===== config.mk =====
export PLATFORM = sky130hd
export DESIGN_NAME = program_sequencer
export DESIGN_NICKNAME = d
export VERILOG_FILES = /design/src/rtl/program_sequencer_pkg.sv /design/src/rtl/jump_trace_buffer.sv /design/src/rtl/program_sequencer.sv
export SDC_FILE = /design/constraint.sdc
export NUM_CORES = 1
export LEC_CHECK = 0
export BUFFER_PORTS_ARGS = -buffer_cell sky130_fd_sc_hd__buf_2
export CAP_MARGIN = 10
export CORE_MARGIN = 3
export CORE_UTILIZATION = 40
export CTS_BUF_LIST = sky130_fd_sc_hd__clkbuf_8
export CTS_CLUSTER_SIZE = 12
export DETAILED_ROUTE_END_ITERATION = 8
export HOLD_SLACK_MARGIN = 0.05
export PLACE_DENSITY_LB_ADDON = 0.25
export SLEW_MARGIN = 25
export SYNTH_ARGS = -nofsm -noshare
export SYNTH_HDL_FRONTEND = slang
export SYNTH_SLANG_ARGS = --single-unit

===== constraint.sdc =====
create_clock -name clk -period 5.2 [get_ports clk]
set_input_delay 0.78 -clock clk [delete_from_list [all_inputs] [get_ports clk]]
set_output_delay 0.78 -clock clk [all_outputs]
set_load 0.1 [all_outputs]

===== src/rtl/program_sequencer_pkg.sv =====
// rtl/program_sequencer_pkg.sv - shared constants and types for the program sequencer
package program_sequencer_pkg;

  localparam logic [7:0] RESET_ADDR_DEF = 8'h00;
  localparam int         TRACE_DEPTH    = 4;

  localparam logic [2:0] DBG_TRACE0 = 3'd0;
  localparam logic [2:0] DBG_TRACE1 = 3'd1;
  localparam logic [2:0] DBG_TRACE2 = 3'd2;
  localparam logic [2:0] DBG_TRACE3 = 3'd3;
  localparam logic [2:0] DBG_JCOUNT = 3'd4;
  localparam logic [2:0] DBG_PC     = 3'd5;

  typedef enum logic [2:0] {
    SRC_RESET,
    SRC_HOLD,
    SRC_JMP,
    SRC_JNZ,
    SRC_INC
  } next_src_t;

endpackage


===== src/rtl/jump_trace_buffer.sv =====
// rtl/jump_trace_buffer.sv - circular store of taken-jump source PCs plus saturating jump counter
module jump_trace_buffer
  import program_sequencer_pkg::*;
(
  input  logic       clk,
  input  logic       sync_reset_n,
  input  logic       wr_en,
  input  logic [7:0] wr_data,
  input  logic [1:0] rd_sel,
  output logic [7:0] rd_data,
  output logic [7:0] jcount
);

  logic [7:0] store [TRACE_DEPTH];
  logic [1:0] wr_ptr;
  logic [1:0] rd_idx;

  // Record the jump source, advance the pointer and bump the counter (saturating at FF)
  always_ff @(posedge clk) begin
    if (!sync_reset_n) begin
      for (int i = 0; i < TRACE_DEPTH; i++) begin
        store[i] <= 8'h00;
      end
      wr_ptr <= 2'd0;
      jcount <= 8'h00;
    end else if (wr_en) begin
      store[wr_ptr] <= wr_data;
      wr_ptr        <= wr_ptr + 2'd1;
      if (jcount != 8'hFF) begin
        jcount <= jcount + 8'd1;
      end
    end
  end

  // Read relative to the newest entry; 2-bit arithmetic gives the modulo-4 wrap
  always_comb begin
    rd_idx  = wr_ptr - 2'd1 - rd_sel;
    rd_data = store[rd_idx];
  end

endmodule


===== src/rtl/program_sequencer.sv =====
// rtl/program_sequencer.sv - program-memory address generator with jump trace debug port
module program_sequencer
  import program_sequencer_pkg::*;
#(
  parameter logic [7:0] RESET_ADDR = RESET_ADDR_DEF
) (
  input  logic       clk,
  input  logic       sync_reset_n,
  input  logic       jmp,
  input  logic       jmp_nz,
  input  logic [3:0] jmp_addr,
  input  logic       dont_jmp,
  input  logic       hold,
  input  logic [2:0] dbg_sel,
  output logic [7:0] pm_addr,
  output logic [7:0] pc,
  output logic       jump_taken,
  output logic [7:0] from_PS
);

  next_src_t  next_src;
  logic [7:0] trace_data;
  logic [7:0] jcount;

  // Next-address source: reset beats hold beats unconditional jump beats conditional jump
  always_comb begin
    next_src = SRC_INC;
    if (!sync_reset_n) begin
      next_src = SRC_RESET;
    end else if (hold) begin
      next_src = SRC_HOLD;
    end else if (jmp) begin
      next_src = SRC_JMP;
    end else if (jmp_nz && !dont_jmp) begin
      next_src = SRC_JNZ;
    end
  end

  // Address mux; jump_taken already excludes reset and hold via the source priority
  always_comb begin
    pm_addr    = pc + 8'd1;
    jump_taken = 1'b0;
    case (next_src)
      SRC_RESET: pm_addr = RESET_ADDR;
      SRC_HOLD:  pm_addr = pc;
      SRC_JMP, SRC_JNZ: begin
        pm_addr    = {jmp_addr, 4'h0};
        jump_taken = 1'b1;
      end
      default:   pm_addr = pc + 8'd1;
    endcase
  end

  // pc tracks the address presented to program memory on the previous cycle
  always_ff @(posedge clk) begin
    if (!sync_reset_n) begin
      pc <= RESET_ADDR;
    end else begin
      pc <= pm_addr;
    end
  end

  jump_trace_buffer u_trace (
    .clk          (clk),
    .sync_reset_n (sync_reset_n),
    .wr_en        (jump_taken),
    .wr_data      (pc),
    .rd_sel       (dbg_sel[1:0]),
    .rd_data      (trace_data),
    .jcount       (jcount)
  );

  // Debug readback comes only from registered state
  always_comb begin
    from_PS = pc;
    if (dbg_sel <= DBG_TRACE3) begin
      from_PS = trace_data;
    end else if (dbg_sel == DBG_JCOUNT) begin
      from_PS = jcount;
    end
  end

endmodule

# Word level (Yosys, flattened, before mapping)
# Memories as Yosys holds them, arrays and structs flattened.
# Cells that the tools add are included.
# W data, S select, Z words.
# word_totals
output_inout_bits,25
ramBits,32
ff_bits,18
memories,1
wordCells,36
# mem_list
name,depth,word_bits,read_ports,rd_ports_with_merged_regs,write_ports,line_no,source
u_trace.store,4,8,1,0,4,jump_trace_buffer.sv:14,logic [7:0] store [TRACE_DEPTH];
# classes
n_mux,15
eq_ne,5
reduce_logical,6
add_sub_neg,5
order_cmp,1
# op_table
op,count
$mux W8,3
$pmux W8 S3,1
$add A8 B1 Y8 const B,2
$mux W3,4
$ne A8 B8 Y1 const B,1
$reduce_or A8 Y1,1
$eq A3 B2 Y1 const B,2
$mux W1,6
$eq A3 B1 Y1 const B,1
$eq A3 B3 Y1 const B,1
$le A3 B2 Y1 const B,1
$logic_not A3 Y1,1
$add A2 B1 Y2 const B,1
$mux W2,1
$reduce_and A2 Y1,1
$reduce_or A2 Y1,1
$sub A2 B1 Y2 const B,1
$sub A2 B2 Y2,1
$logic_and A1 B1 Y1,1
$logic_not A1 Y1,1

# Logic depth before layout (Yosys ltp)
# depth
ltp_word,14
depth_mapped,7
depth_no_buf,6

# By module
# From an unflattened synthesis, not the netlist that was laid out.
# hier_totals
hier_cells,247
hier_area_um2,2646.3
# by_module_without_submodules
mod,seq_area_each_um2,instances,area_per_inst_um2,cells_each
jump_trace_buffer,1161.1,1,1929.4,156
program_sequencer,160.2,1,716.9,91

# Worst setup path after synthesis
# OpenSTA, ideal clock, no wires.
# synth_timing
path_type,flip-flop to output port
from,register pc[0]
to,output port pm_addr[6]
stages_incl_launch_ff,6
setup_slack_ps,933
arrival_time_ps,3487
n_path_buf,0
path_cell_list,dfxtp_1 -> ha_1 -> nand3_1 -> or2_2 -> o31a_1 -> o22ai_1
# synth_between
elab_chain_cells,2
# synth_rtl
element,line_no,source
"start, declared",program_sequencer.sv:16,"output logic [7:0] pc,"
"start signal, assigned",program_sequencer.sv:59,pc <= pm_addr;
$add A8 B1 Y8,program_sequencer.sv:50,default: pm_addr = pc + 8'd1;
$pmux W8 S3,program_sequencer.sv:43,case (next_src)
"end, declared",program_sequencer.sv:15,"output logic [7:0] pm_addr,"
# Every way passes these cells.

# Worst setup path in the final report
# layout_timing
from,input port dbg_sel[0]
to,output port from_PS[0]
# layout_between
elab_chain_cells,3
# layout_rtl
element,line_no,source
"start, declared",program_sequencer.sv:14,"input logic [2:0] dbg_sel,"
$sub A2 B2 Y2 / $eq A3 B3 Y1 (equally long branches),"jump_trace_buffer.sv:37, program_sequencer.sv:78",
$mem_v2 Z4 W8 / $mux W8 (equally long branches),--,
$mux W8 *,program_sequencer.sv:76,if (dbg_sel <= DBG_TRACE3) begin
"end, declared",program_sequencer.sv:18,output logic [7:0] from_PS
# Mark *: on every way between the ends. The rest lies on a longest branch, timed or not.

==> reports/metrics.yaml <==
cts:
  cts_root_buffer: "clkbuf_8"
  cts_htree_levels: 2
  numCtsBuffers: 5
  insertion_delay_ps: 300
  clock_path_buffers: 2
  cts_tree: "done"
  cts_resized: 0
  ctsHoldBuffers: 0
  cts_num_sinks: 50
  cts.clk_slew.worst_paths_ps: 90
  cts_setup_buffers: 0
sta:
  skew_ps: 7.48
  rsz0062_at_grt: "false"
  fin_crit_ps: 3540
  setup_viol: 0
  period_share_pct: 68.0
  drv_slew: 0
  fmax_mhz: 283
  final_hold_viol_count: 0
  worst_pin_slew_ps: 965
  relSlewSlack_pct: 35.5
  finalSetupTns_ps: 0
logic_synthesis:
  yosysTopAreaCell: "edfxtp_1"
  ys_top_cells_by_area: "edfxtp_1 (36%), dfxtp_1 (13%), and2_1 (7.9%)"
  synth_common_cells: "and2_1 (34), edfxtp_1 (32), nand2_1 (24)"
  synth_area_per_cell_sq_um: 10.2
  synth_ff_type: "edfxtp_1"
  synth.most_common_cell: "and2_1"
  yosysUniqueCellTypes: 41
  syn-instance-count: 263
  synth_top_area_share_pct: 35.9
  synth_edf_count: 32
  async_flop_share_pct: 0
  syn_nets: 279
  ys_seq_area_share_pct: 49.3
  yosys_warnings: 0
  ys_ff_latch: 50
  syn-cell-area_sq_um: 2680
drt:
  drt-initial-drc-count: 95
  vias_per_cell: 5.54
  drc: 0
  vias: 2077
  drt_wl_total_microns: 6260
  drtPass1Iterations: 4
  wl_per_cell_microns: 16.7
  drtAntennaViolNets: 0
grt:
  use_met3_pct: 2.73
  gr-usage-met1_pct: 24.2
  antenna_found_initial: 0
  grt_pass1_wl_microns: 10300
  grt.met2_usage_pct: 27.9
  grt_pass1_vias: 2043
  busiest_layer: "met2"
  grt_use_total_pct: 17.4
  grt-ovfl-total: 0
  grt_max_degree: 25
power_and_ir_drop:
  finalPower_mw: 0.926
  pwr_density_cell_nw_per_um2: 305
  peakVddDrop_mv: 0.126
  p_leak_nw: 1.19
final_layout:
  finalNetCount: 313
  synthToLayoutAreaGrowth_pct: 13.1
  final_cells: 375
  postLayoutCoreUtil_pct: 47.2
  antenna_cells: 0
  drive_gt1_share_pct: 18.5
  fillCellCount: 615
setup_path:
  max_stage_delay_ps: 570
  worstSetupEndpointType: "output port"
  critical_path_class: "input pin to output port"
  worst-path-max-fanout: 24
  crit_slowest_cell: "xnor3_2"
  worstPathArrival_ps: 2760
  start_kind: "input pin"
  path_cells: "buf_2 -> inv_1 -> ha_1 -> xnor3_2 -> nor3b_1 -> a311o_1 -> a22oi_1 -> buf_2"
  crit_path_frequent_cell: "buf_2"
  r2r_start: "u_trace.wr_ptr[0]"
  crit_required_ps: 4420
  critPathLaunch: "dbg_sel[0]"
run_status:
  outcome: "complete, no violations"
floorplan:
  rows: 29
  initial_utilization_pct: 41.7
  die-area_sq_um: 7710
  io_pins: 38
  fp.dieW_microns: 87.8
  core_sq_um: 6420
  die_h_microns: 87.8
job:
  max-cap-violations: 0
hold_path:
  hp-start: "u_trace.jcount[1]"
  hold_class: "register to register"
placed_design:
  post-place-cells: 367
  portBuffers: 37
  gp_congestion: 0.849
  dp_hpwl_microns: 4390
cell families (layout without fill, tap and decap cells):
family / Yosys count / after routing / share of synthesized area (%)
AND/OR/NAND/NOR: 107 / 107 / 22.0
buffers and inverters: 25 / 60 / 3.78
flip-flops: 50 / 50 / 49.3
XOR/XNOR: 2 / 2 / 1.17
AO/OA/AOI/OAI: 57 / 57 / 14.8
adder cells (fa/ha/maj): 3 / 3 / 1.40
multiplexers: 19 / 19 / 7.47
through the flow:
step	setup slack (ps)	area, sq um	hold WS [ps]
after floorplan	933	2680	453
after global placement	1330	2920	480
after detailed placement	1300	2920	489
after CTS	1300	3030	507
after global routing	1520	3030	537
final	1660	3030	508
sequential cells by signal (all words and copies together) (netlist names):
name	count
pc	8
u_trace.jcount	8
u_trace.store	32
u_trace.wr_ptr	2
layout by cell type (no fill, tap or decap), types with 2 or more instances in the layout:
cell type / n
o311ai_0: 2
o22ai_1: 6
mux2i_1: 11
clkbuf_8: 5
nand2b_1: 5
a31oi_1: 2
nor2b_1: 3
and3_1: 2
a22oi_1: 9
and2_1: 34
buf_2: 37
o31a_1: 2
nor3_1: 5
o41ai_1: 2
a21oi_1: 16
edfxtp_1: 32
nand3_1: 5
mux2_2: 8
nand2_1: 24
nor2_1: 9
dfxtp_1: 18
a311o_1: 8
inv_1: 15
ha_1: 3
nor3b_1: 11
nand4_1: 3
nor4_1: 2
o21ai_0: 4
critical path: cells and delay by family:
family	cells	cell delay (ps)
buffers and inverters	3	580
adders and majority gates	1	190
xor gates and xnor gates	1	570
and+or+nand+nor	1	100
AOI/OAI and AO/OA	2	530
where the power goes:
group	internal (mW)	switching, mW
sequential	0.436	0.0135
clock	0.142	0.133
combinational	0.0457	0.155
total	0.624	0.302
worst paths after layout:
kind / cells after the start / slack, ps / to
worst min-delay path: 2 / 510 / u_trace.jcount[1]
worst max-delay path: 8 / 1660 / from_PS[0]
worst min register to register: 2 / 510 / u_trace.jcount[1]
worst max register to register: 2 / 3110 / u_trace.store[1][2]
layer usage:
| metal | vias up | wire (microns) |
|---|---|---|
| met5 | - | 0 |
| met4 | 0 | 63 |
| met3 | 6 | 319 |
| met1 | 987 | 2880 |
| li1 | 1035 | - |
| met2 | 49 | 3000 |
cell type report:
class,instances,area (sq um),share of cell area [%]
flip-flops and latches,50,1320,43.6
multi-input cells,188,1260,41.5
repair buffers,38,193,6.36
well taps,77,96.3,3.18
clock buffers,5,68.8,2.27
inverters,14,52.6,1.73
clock inverters,3,41.3,1.36
(Power assumes the default switching activity.)
